`src/rtl/morse_playback.sv`:
```
// morse_playback: plays three stored 10-bit Morse letters as a timed on/off
// signal. Each letter holds five 2-bit symbols, MSB pair first:
// 00 = dot, 01 = dash, 1x = end of letter. Timing is measured in units of
// UNIT_CYCLES clocks: dot 1, dash 3, intra-letter gap 1, inter-letter gap 3.
// Optional build macro MORSE_PLAYBACK_REPEAT_EN: while start stays high at the
// end of a pass, a 7-unit word gap is inserted and the stored word replays.
module morse_playback #(
  parameter int UNIT_CYCLES = 25000000
) (
  input  logic        clk,
  input  logic        reset_n,
  input  logic        start,
  input  logic [29:0] seqs_in,
  output logic        tone_out,
  output logic        busy,
  output logic        done,
  output logic [1:0]  letter_idx
);

  localparam int CW = $clog2(7 * UNIT_CYCLES + 1);
  localparam logic [CW-1:0] CNT_ONE = CW'(1);
  localparam logic [CW-1:0] UNIT_1  = CW'(UNIT_CYCLES);
  localparam logic [CW-1:0] UNIT_3  = CW'(3 * UNIT_CYCLES);
  localparam logic [CW-1:0] UNIT_7  = CW'(7 * UNIT_CYCLES);

  typedef enum logic [1:0] {
    IDLE   = 2'd0,
    MARK   = 2'd1,
    GAP    = 2'd2,
    FINISH = 2'd3
  } state_t;

  state_t          state_q, state_d;
  logic [CW-1:0]   cnt_q, cnt_d;
  logic [3:0]      pos_q, pos_d;        // symbol index 0..14 of current/next mark
  logic            pend_q, pend_d;      // trigger seen, shadow just loaded
  logic            wgap_q, wgap_d;      // current GAP is a word gap
  logic [29:0]     sh_q, sh_d;          // shadow copy of the stored word
  logic            start_q, start_d;    // previous start level for edge detect
  logic            tone_q, tone_d;
  logic            busy_q, busy_d;
  logic            done_q, done_d;
  logic [1:0]      letter_q, letter_d;

  logic [14:0]     mark_mask_s;         // symbol j is a playable mark
  logic            first_found_s, next_found_s, end_s;
  logic [3:0]      first_idx_s, next_idx_s;

  // Letter number (0..2) that owns flat symbol index idx (0..14).
  function automatic logic [1:0] letter_of(input logic [3:0] idx);
    if (idx < 4'd5) begin
      return 2'd0;
    end else if (idx < 4'd10) begin
      return 2'd1;
    end else begin
      return 2'd2;
    end
  endfunction

  // Mark length in clocks for the symbol at flat index idx of word sh.
  function automatic logic [CW-1:0] mark_len(input logic [29:0] sh, input logic [3:0] idx);
    logic [29:0] shifted;
    shifted = sh << {idx, 1'b0};
    if (shifted[29:28] == 2'b01) begin
      return UNIT_3;
    end else begin
      return UNIT_1;
    end
  endfunction

  // Flag every symbol that is a dot/dash not preceded by an end code in its letter.
  always_comb begin : mask_comb
    logic live;
    mark_mask_s = 15'd0;
    live        = 1'b1;
    for (int l = 0; l < 3; l++) begin
      live = 1'b1;
      for (int s = 0; s < 5; s++) begin
        if (live && !sh_q[5'(29 - 10 * l - 2 * s)]) begin
          mark_mask_s[4'(5 * l + s)] = 1'b1;
        end else begin
          live = 1'b0;
        end
      end
    end
  end

  // Priority search: first mark of the word and first mark after pos_q.
  always_comb begin
    first_found_s = 1'b0;
    first_idx_s   = 4'd0;
    next_found_s  = 1'b0;
    next_idx_s    = 4'd0;
    for (int j = 14; j >= 0; j--) begin
      if (mark_mask_s[4'(j)]) begin
        first_found_s = 1'b1;
        first_idx_s   = 4'(j);
        if (j > int'(pos_q)) begin
          next_found_s = 1'b1;
          next_idx_s   = 4'(j);
        end else begin
          next_found_s = next_found_s;
        end
      end else begin
        first_found_s = first_found_s;
      end
    end
  end

  // Next-state logic for the playback FSM and the registered outputs.
  always_comb begin
    state_d = state_q;
    cnt_d   = cnt_q;
    pos_d   = pos_q;
    pend_d  = 1'b0;
    wgap_d  = wgap_q;
    sh_d    = sh_q;
    start_d = start;
    end_s   = 1'b0;

    case (state_q)
      IDLE: begin
        if (pend_q) begin
          if (first_found_s) begin
            state_d = MARK;
            pos_d   = first_idx_s;
            cnt_d   = mark_len(sh_q, first_idx_s);
            wgap_d  = 1'b0;
          end else begin
            end_s = 1'b1;
          end
        end else if (start && !start_q) begin
          sh_d   = seqs_in;
          pend_d = 1'b1;
        end else begin
          sh_d = sh_q;
        end
      end
      MARK: begin
        if (cnt_q == CNT_ONE) begin
          if (next_found_s) begin
            state_d = GAP;
            pos_d   = next_idx_s;
            wgap_d  = 1'b0;
            cnt_d   = (letter_of(next_idx_s) == letter_of(pos_q)) ? UNIT_1 : UNIT_3;
          end else begin
            end_s = 1'b1;
          end
        end else begin
          cnt_d = cnt_q - CNT_ONE;
        end
      end
      GAP: begin
        if (cnt_q == CNT_ONE) begin
          if (!wgap_q) begin
            state_d = MARK;
            cnt_d   = mark_len(sh_q, pos_q);
          end else if (start && first_found_s) begin
            state_d = MARK;
            pos_d   = first_idx_s;
            wgap_d  = 1'b0;
            cnt_d   = mark_len(sh_q, first_idx_s);
          end else begin
            end_s = 1'b1;
          end
        end else begin
          cnt_d = cnt_q - CNT_ONE;
        end
      end
      FINISH: begin
        state_d = IDLE;
        cnt_d   = {CW{1'b0}};
        pos_d   = 4'd0;
        wgap_d  = 1'b0;
      end
      default: begin
        state_d = IDLE;
        cnt_d   = {CW{1'b0}};
        pos_d   = 4'd0;
        wgap_d  = 1'b0;
      end
    endcase

    // End of a pass: finish, or (repeat build) word gap while start is held.
    if (end_s) begin
`ifdef MORSE_PLAYBACK_REPEAT_EN
      if (start) begin
        state_d = GAP;
        wgap_d  = 1'b1;
        cnt_d   = UNIT_7;
        pos_d   = first_idx_s;
      end else begin
        state_d = FINISH;
        wgap_d  = 1'b0;
        cnt_d   = {CW{1'b0}};
      end
`else
      state_d = FINISH;
      wgap_d  = 1'b0;
      cnt_d   = {CW{1'b0}};
`endif
    end else begin
      wgap_d = wgap_d;
    end

    tone_d = (state_d == MARK);
    busy_d = (state_d == MARK) || (state_d == GAP);
    done_d = (state_d == FINISH);
    if (busy_d) begin
      letter_d = letter_of(pos_d);
    end else begin
      letter_d = 2'd0;
    end
  end

  // State, shadow and output registers with asynchronous active-low reset.
  always_ff @(posedge clk or negedge reset_n) begin
    if (!reset_n) begin
      state_q  <= IDLE;
      cnt_q    <= {CW{1'b0}};
      pos_q    <= 4'd0;
      pend_q   <= 1'b0;
      wgap_q   <= 1'b0;
      sh_q     <= {30{1'b1}};
      start_q  <= 1'b1;
      tone_q   <= 1'b0;
      busy_q   <= 1'b0;
      done_q   <= 1'b0;
      letter_q <= 2'd0;
    end else begin
      state_q  <= state_d;
      cnt_q    <= cnt_d;
      pos_q    <= pos_d;
      pend_q   <= pend_d;
      wgap_q   <= wgap_d;
      sh_q     <= sh_d;
      start_q  <= start_d;
      tone_q   <= tone_d;
      busy_q   <= busy_d;
      done_q   <= done_d;
      letter_q <= letter_d;
    end
  end

  assign tone_out   = tone_q;
  assign busy       = busy_q;
  assign done       = done_q;
  assign letter_idx = letter_q;

endmodule

```
`config.mk`:
```
export PLATFORM = sky130hd
export DESIGN_NAME = morse_playback
export DESIGN_NICKNAME = d
export VERILOG_FILES = /design/src/rtl/morse_playback.sv
export SDC_FILE = /design/constraint.sdc
export NUM_CORES = 1
export LEC_CHECK = 0
export BUFFER_PORTS_ARGS = -buffer_cell sky130_fd_sc_hd__buf_2
export CORE_UTILIZATION = 55
export CTS_BUF_LIST = sky130_fd_sc_hd__clkbuf_2 sky130_fd_sc_hd__clkbuf_4 sky130_fd_sc_hd__clkbuf_8
export DETAILED_ROUTE_END_ITERATION = 10
export PLACE_DENSITY_LB_ADDON = 0.05
export SLEW_MARGIN = 0
export SYNTH_ARGS = -nofsm -noshare
export SYNTH_HDL_FRONTEND = slang
export SYNTH_SLANG_ARGS = --single-unit
```
`constraint.sdc`:
```
create_clock -name clk -period 4.1 [get_ports clk]
set_input_delay 1.23 -clock clk [delete_from_list [all_inputs] [get_ports clk]]
set_output_delay 1.23 -clock clk [all_outputs]
set_load 0.02 [all_outputs]
```
==> summary.md, run 1 <==
| Metric | Value |
|---|---|
| Outcome | completed |
| Worst reg2reg path depth | 6 |
| End of the critical path | cnt_q[12] |
| Leakage | approximately 1.9 nW |
| Sink Count | approximately 70 |
| Slew of the pin with the lowest slew margin | just over 0.8 ns |
| Final ANT Viol Nets | 0 |
| Setup crit start kind | flop |
| # fillers | ~530 |
| Synth-to-layout area growth | 13.1% |
| Layout cells sized above 1 | 0.328 |
| Avg Inst Size Synth | approximately 11 um^2 |
| Synth top area cells | dfrtp_1 (28%), dfstp_2 (23%), mux2_2 (8.4%), nor2_1 (3.5%), a21oi_1 (2.6%) |
| Post-DP HPWL | ~5300 um |
| Initial Utilization | 0.570 |
| Deepest clock path buffer count | 2 |
| Pwr Density | approximately 360 mW/mm^2 |
| Met3 Track Usage GR | 0.0408 |
| Drt pass-1 iters | 4 |
| Fin. Hold Viols | 0 |
| Most frequent cells after synthesis | dfrtp_1 (40), nor2_1 (34), dfstp_2 (31) |
| Final min period | a little under 3 ns |
| Via count | 2701 |
| Largest net degree at the start of global routing | between 40 and 50 |
| IO Pins | 38 |
| Reg2reg setup slack | around 1.2 ns |
| Max_slew headroom | 0.448 |
| Gr usage total | 0.233 |
| Crit-path max FO | 12 |
| Die area | 0.00690 mm^2 |
| Initial antenna violation count | 0 |
| GR Util met1 | 0.342 |
| M2 GR Usage | 0.340 |
| Clock Latency Late Sink | between 0.3 and 0.4 ns |
| CTS clock-pin slew for the worst setup and hold paths | 0.07 ns |
| Root Buffer | clkbuf_8 |
| RSZ-0062 raised after global routing | false |
| Vias/cell | 5.86 |
| Syn_nets | 380 |
| Crit. End Element | flop |
| Synth unique cells | 58 |
| CTS tree | built |
| Global-route wire length before repair | about 13000 um |
| DRC | 0 |
| Final wirelength | between 7000 and 8000 um |
| Core box area | between 0.006 and 0.007 mm^2 |
| Most common cell in the synthesized netlist | dfrtp_1 |
| Share of the synthesized area in the top cell type | 0.277 |
| Synthesized area | 0.00362 mm^2 |
| Die width | 83.1 um |
| Clock Skews | roughly 0.013 ns |
| Largest area contributor in the netlist | dfrtp_1 |
| R2r startpoint | cnt_q[18] |
| Total global routing overflow | 0 |
| Synth warn | 0 |
| Setup Total Neg Slack | 0 ns |
| RR Endpoint | cnt_q[12] |
| Cts repair resizes | 0 |
| Worst Setup SP | cnt_q[18] |
| Fin util | 0.644 |
| N_diodes | 0 |
| Critical Setup Path Class | reg2reg |
| Rows | 29 |
| Placed cells | between 400 and 500 |
| PortBufs | 37 |
| Max-cap violation count | 0 |
| Die Span Y | just over 80 um |
| Crit path arrival time | 3.05 ns |
| F_max | 0.347 GHz |
| Final hold slack | just over 0.5 ns |
| Placer Congestion | approximately 0.87 |
| H-Tree Depth | 3 |
| Post-cts hold buffer count | 0 |
| Final setup fails | 0 |
| Layout Nets | around 420 |
| FF+latch count, synth | 71 |
| Cells after Synth | between 300 and 400 |
| Post-synth EDFFs | 0 |
| Sequential share of the synthesized area | 0.502 |
| Dominant synthesized flop cell | dfrtp_1 |
| Top Usage Layer GRT | met1 |
| Final period util | 0.703 |
| Post CTS Setup Buffer Count | 0 |
| Tot Pwr | ~0.0015 W |
| Iter 0 DRT Violations | 148 |
| Ys async rst share | 1.00 |
| Vias in the first global route | between 2000 and 3000 |
| Wire length per cell | approximately 16 um |
| Final instance count without filler cells | 461 |
| Peak supply drop | 261 uV |
| Critical path required time | 4.27 ns |
| Max Slew Vio Count | 0 |
| Worst Hold Class | reg2reg |
| CTS buffer count | 9 |
metal layers:
metal,vias up,routed length [um]
li1,1313,-
met1,1306,3590
met2,68,3390
met3,14,293
met4,0,142
met5,-,0
sequential cells by signal, indices dropped and copies added (netlist names), 2 cells and up:
| signal | cells |
|---|---|
| pos_q | 4 |
| letter_idx | 2 |
| sh_q | 30 |
| cnt_q | 28 |
| state_q | 2 |
kinds of logic after synthesis:
logic type,share of synthesized area
compound gates,0.135
xor+xnor,0.0315
fa+ha+maj,0.0208
buf+inv,0.0297
flops,0.502
mux,0.0868
simple gates,0.195
critical path: stages (launching register included):
cell,delay (ns)
dfrtp_1,0.45
nor3_1,0.42
nand3_1,0.32
nor3_2,0.45
a21oi_1,0.17
nor2_1,0.67
o21ai_0,0.23
power by group:
part	switching, W	total (W)	internal (W)
clock network	0.000257	0.000519	0.000261
logic	0.0000523	0.000121	0.0000691
registers	0.0000241	0.000815	0.000791
total	0.000334	0.00146	0.00112
worst min-delay path by stage:
| stage | from | end | slack, ns | cells after the start |
|---|---|---|---|---|
| 4_1_cts | cnt_q[13] | cnt_q[13] | 0.51 | 1 |
| 3_5_place_dp | cnt_q[13] | cnt_q[13] | 0.49 | 1 |
| 5_1_grt | sh_q[2] | sh_q[2] | 0.54 | 2 |
| 2_1_floorplan | cnt_q[13] | cnt_q[13] | 0.47 | 1 |
| 6_report | cnt_q[13] | cnt_q[13] | 0.52 | 1 |
| 3_3_place_gp | sh_q[25] | sh_q[25] | 0.49 | 2 |
placed cells by master, fill, tap and decap left out, drive strengths merged, types with 9 or more instances in the layout:
cell     n
nor3    13
buf     42
o21ai   22
nor2    34
clkbuf  12
a21oi   19
inv     15
nand2   18
nor4    12
xnor2   10
nand3    9
dfstp   31
mux2    27
dfrtp   40
final cells by class:
| cell class | instances | area, um^2 | share of cell area |
|---|---|---|---|
| sequential | 71 | 1820 | 0.444 |
| multi-input combinational | 243 | 1710 | 0.419 |
| timing repair buffer | 42 | 235 | 0.0575 |
| clock buffer | 12 | 159 | 0.0388 |
| tap | 77 | 96.3 | 0.0235 |
| inverter | 12 | 45.0 | 0.0110 |
| clock inverter | 4 | 26.3 | 0.00642 |
per-stage QoR:
step           cell area, um^2  setup WS [ns]
2_1_floorplan             3620           1.60
3_3_place_gp              3910           1.41
3_5_place_dp              3910           1.25
4_1_cts                   4090           1.23
5_1_grt                   4090          0.849
6_report                  4090           1.22
No activity file was read; power rests on OpenSTA's default activity.
==> run 2, diff against run 1 <==
- ABC_AREA: default -> 1
- clock period: 4.1 -> 2.5 ns (I/O delays scaled with it)
==> run 2 against run 1 <==
  * Utilization up 1.1 points
  * Wire length up 15%
  * Area after synthesis up 3.7%
  * Total power up 72%
  * Clock skew up 0.0016 ns
  * Count of clock-buffer cells in the layout unchanged
  * Sequential cell count unchanged
  * Sequential power up 62%
  * Critical endpoint is now cnt_q[8]
  * Largest cell class unchanged
==> summary.md, run 2 <==
| Metric | Value |
|---|---|
| Synth Area in Compound Gates | 0.0647 (was 0.135) |
| Placer Congestion | 0.931 (was 0.874) |
| Final ANT Viol Nets | 0 (unchanged) |
| Max FFs per register | 30 (unchanged) |
| DRC | 0 (unchanged) |
| Final period util | 0.814 (was 0.703) |
| Clock Skews | 0.0149 ns (was 0.0132 ns) |
| Crit. End Element | flop (unchanged) |
| Sink Count | 71 (unchanged) |
| Worst reg2reg path depth | 11 (was 6) |
| FF+latch count, synth | 71 (unchanged) |
| Cells after Synth | 495 (was 341) |
| Die Span Y | 84.6 um (was 83.1 um) |
| Via count | 3227 (was 2701) |
| Drt pass-1 iters | 4 (unchanged) |
| Pwr Density | 592 mW/mm^2 (was 356 mW/mm^2) |
| CTS clock-pin slew for the worst setup and hold paths | 0.08 ns (was 0.07 ns) |
| Global-route wire length before repair | 14600 um (was 12700 um) |
| Crit-path max FO | 27 (was 12) |
| Final min period | 2.04 ns (was 2.88 ns) |
| Initial antenna violation count | 0 (unchanged) |
| Wire length per cell | 13.8 um (was 16.1 um) |
| Share of the synthesized area in the top cell type | 0.267 (was 0.277) |
| Core box area | 0.00646 mm^2 (was 0.00635 mm^2) |
| Fin util | 0.655 (was 0.644) |
| Vias in the first global route | 2991 (was 2646) |
| Post CTS Setup Buffer Count | 0 (unchanged) |
| Max_slew headroom | 0.734 (was 0.448) |
| CTS buffer count | 9 (unchanged) |
| Commonest non-fill, non-tap cells in the layout | nand2_1 (166), nor2_1 (69), inv_1 (51), dfrtp_1 (40), buf_2 (37) (was dfrtp_1 (40), buf_2 (37), nor2_1 (34), dfstp_2 (31), mux2_2 (27)) |
| Slew of the pin with the lowest slew margin | 0.397 ns (was 0.826 ns) |
| Synth warn | 0 (unchanged) |
| Fin. Hold Viols | 0 (unchanged) |
| Max-cap violation count | 0 (unchanged) |
| Final setup fails | 0 (unchanged) |
| Layout cells sized above 1 | 0.185 (was 0.328) |
| Area share of xor/xnor cells in the synthesized design | 0.0233 (was 0.0315) |
| Rows | 29 (unchanged) |
| Most flops, register | sh_q (unchanged) |
| Dominant synthesized flop cell | dfrtp_1 (unchanged) |
| Post-DP HPWL | 6220 um (was 5290 um) |
| Critical path required time | 2.77 ns (was 4.27 ns) |
| Ys async rst share | 1.00 (unchanged) |
| Cts repair resizes | 0 (unchanged) |
| Clock Latency Late Sink | 0.35 ns (was 0.34 ns) |
| Most common cell after layout, fill and taps aside | nand2_1 (was dfrtp_1) |
| Tot Pwr | 0.00251 W (was 0.00146 W) |
| Synthesized area | 0.00375 mm^2 (was 0.00362 mm^2) |
| Syn_nets | 534 (was 380) |
| Avg Inst Size Synth | 7.58 um^2 (was 10.6 um^2) |
| F_max | 0.491 GHz (was 0.347 GHz) |
| IO Pins | 38 (unchanged) |
| Final wirelength | 8530 um (was 7420 um) |
| # fillers | 572 (was 529) |
| H-Tree Depth | 3 (unchanged) |
| RR Endpoint | cnt_q[8] (was cnt_q[12]) |
| Peak supply drop | 460 uV (was 261 uV) |
| Layout Nets | 575 (was 418) |
| Vias/cell | 5.22 (was 5.86) |
| Sequential share of the synthesized area | 0.484 (was 0.502) |
| Post-synth EDFFs | 0 (unchanged) |
| CTS tree | built (unchanged) |
| Most frequent cells after synthesis | nand2_1 (166), nor2_1 (69), inv_1 (51) (was dfrtp_1 (40), nor2_1 (34), dfstp_2 (31)) |
| Die width | 84.6 um (was 83.1 um) |
| Setup Total Neg Slack | 0 ns (unchanged) |
| R2r startpoint | cnt_q[18] (unchanged) |
| Initial Utilization | 0.581 (was 0.570) |
| Reg2reg setup slack | 0.46 ns (was 1.22 ns) |
| Synth top area cells | dfrtp_1 (27%), dfstp_2 (22%), nand2_1 (17%), nor2_1 (6.9%), inv_1 (5.1%) (was dfrtp_1 (28%), dfstp_2 (23%), mux2_2 (8.4%), nor2_1 (3.5%), a21oi_1 (2.6%)) |
| PortBufs | 37 (unchanged) |
| Fraction of the mapped netlist area in adder cells | 0.0200 (was 0.0208) |
| Deepest clock path buffer count | 2 (unchanged) |
| Iter 0 DRT Violations | 250 (was 148) |
| Worst Hold Class | in2async (was reg2reg) |
| Die area | 0.00716 mm^2 (was 0.00690 mm^2) |
| N_diodes | 0 (unchanged) |
| Synth unique cells | 34 (was 58) |
| Largest net degree at the start of global routing | 72 (was 44) |
| Most common cell in the synthesized netlist | nand2_1 (was dfrtp_1) |
| Synth-to-layout area growth | 12.8% (was 13.1%) |
| Outcome | completed (unchanged) |
| Root Buffer | clkbuf_8 (unchanged) |
| Simple-gate share of the synthesized area | 0.336 (was 0.195) |
| Post-cts hold buffer count | 0 (unchanged) |
| Gr usage total | 0.261 (was 0.233) |
| Leakage | 2.33 nW (was 1.87 nW) |
| RSZ-0062 raised after global routing | false (unchanged) |
| Top flop regs | sh_q x30, cnt_q x28, pos_q x4 (unchanged) |
| Post-synthesis mux area share | 0 (was 0.0868) |
| Total global routing overflow | 0 (unchanged) |
| Setup crit start kind | flop (unchanged) |
| Critical Setup Path Class | reg2reg (unchanged) |
| Max Slew Vio Count | 0 (unchanged) |
| Largest family of logic cells by synthesized area | simple AND/OR/NAND/NOR gates (unchanged) |
| Crit path arrival time | 2.30 ns (was 3.05 ns) |
| Largest area contributor in the netlist | dfrtp_1 (unchanged) |
==> run 2: metal layers <==
| metal | up-vias | part of all wire | global-route usage |
|---|---|---|---|
| met4 | 0 | 0.014 | 0.0878 |
| met3 | 12 | 0.058 | 0.0383 |
| met5 | - | 0 | 0 |
| met2 | 92 | 0.41 | 0.365 |
| met1 | 1489 | 0.52 | 0.413 |
| li1 | 1634 | - | - |
==> run 2: critical path, stage by stage, from the launching register on <==
cell     delay, ns
dfrtp_1       0.44
nor2_1        0.17
nand2_1       0.10
nor2_1        0.20
nand2_1       0.13
nor2_4        0.21
nand2_4       0.09
nand2_8       0.16
inv_6         0.13
nand2_4       0.15
nand2_1       0.08
a21oi_2       0.10
==> run 2: report_power, final <==
group	internal [W]	leakage (nW)	switching (W)
registers	0.00128	0.883	0.0000411
clock network	0.000594	0.111	0.000420
logic	0.0000703	1.33	0.000101
==> run 2: cell families (layout without fill, tap and decap cells) <==
group,Yosys count,in the layout
xor+xnor,10,10
fa+ha+maj,6,6
buf+inv,65,111
flops,71,71
simple gates,297,297
compound gates,46,46
==> run 2: worst max-delay path by stage <==
stage,start,to,depth (start not counted)
after floorplan,start,sh_q[10],6
after global placement,cnt_q[21],cnt_q[8],11
after detailed placement,cnt_q[21],cnt_q[8],11
after CTS,cnt_q[21],cnt_q[8],11
after global routing,cnt_q[17],cnt_q[10],11
final,cnt_q[18],cnt_q[8],11
==> run 2: area by class of cell <==
class | count | area [um^2] | share of cell area
Multi-Input combinational cell | 359 | 1670 | 0.394
Sequential cell | 71 | 1820 | 0.429
Clock inverter | 4 | 72.6 | 0.0171
Inverter | 54 | 208 | 0.0491
Clock buffer | 12 | 146 | 0.0346
Timing Repair Buffer | 41 | 228 | 0.0538
Tap cell | 77 | 96.3 | 0.0228
==> run 2: through the flow <==
stage	setup slack, ns	area [um^2]	hold slack [ns]	cells
floorplan	0.845	3750	0.440	495
global placement	0.466	4010	0.452	602
detailed placement	0.516	4010	0.452	602
CTS	0.492	4230	0.429	618
global route	0.311	4230	0.452	618
finish	0.464	4230	0.415	618
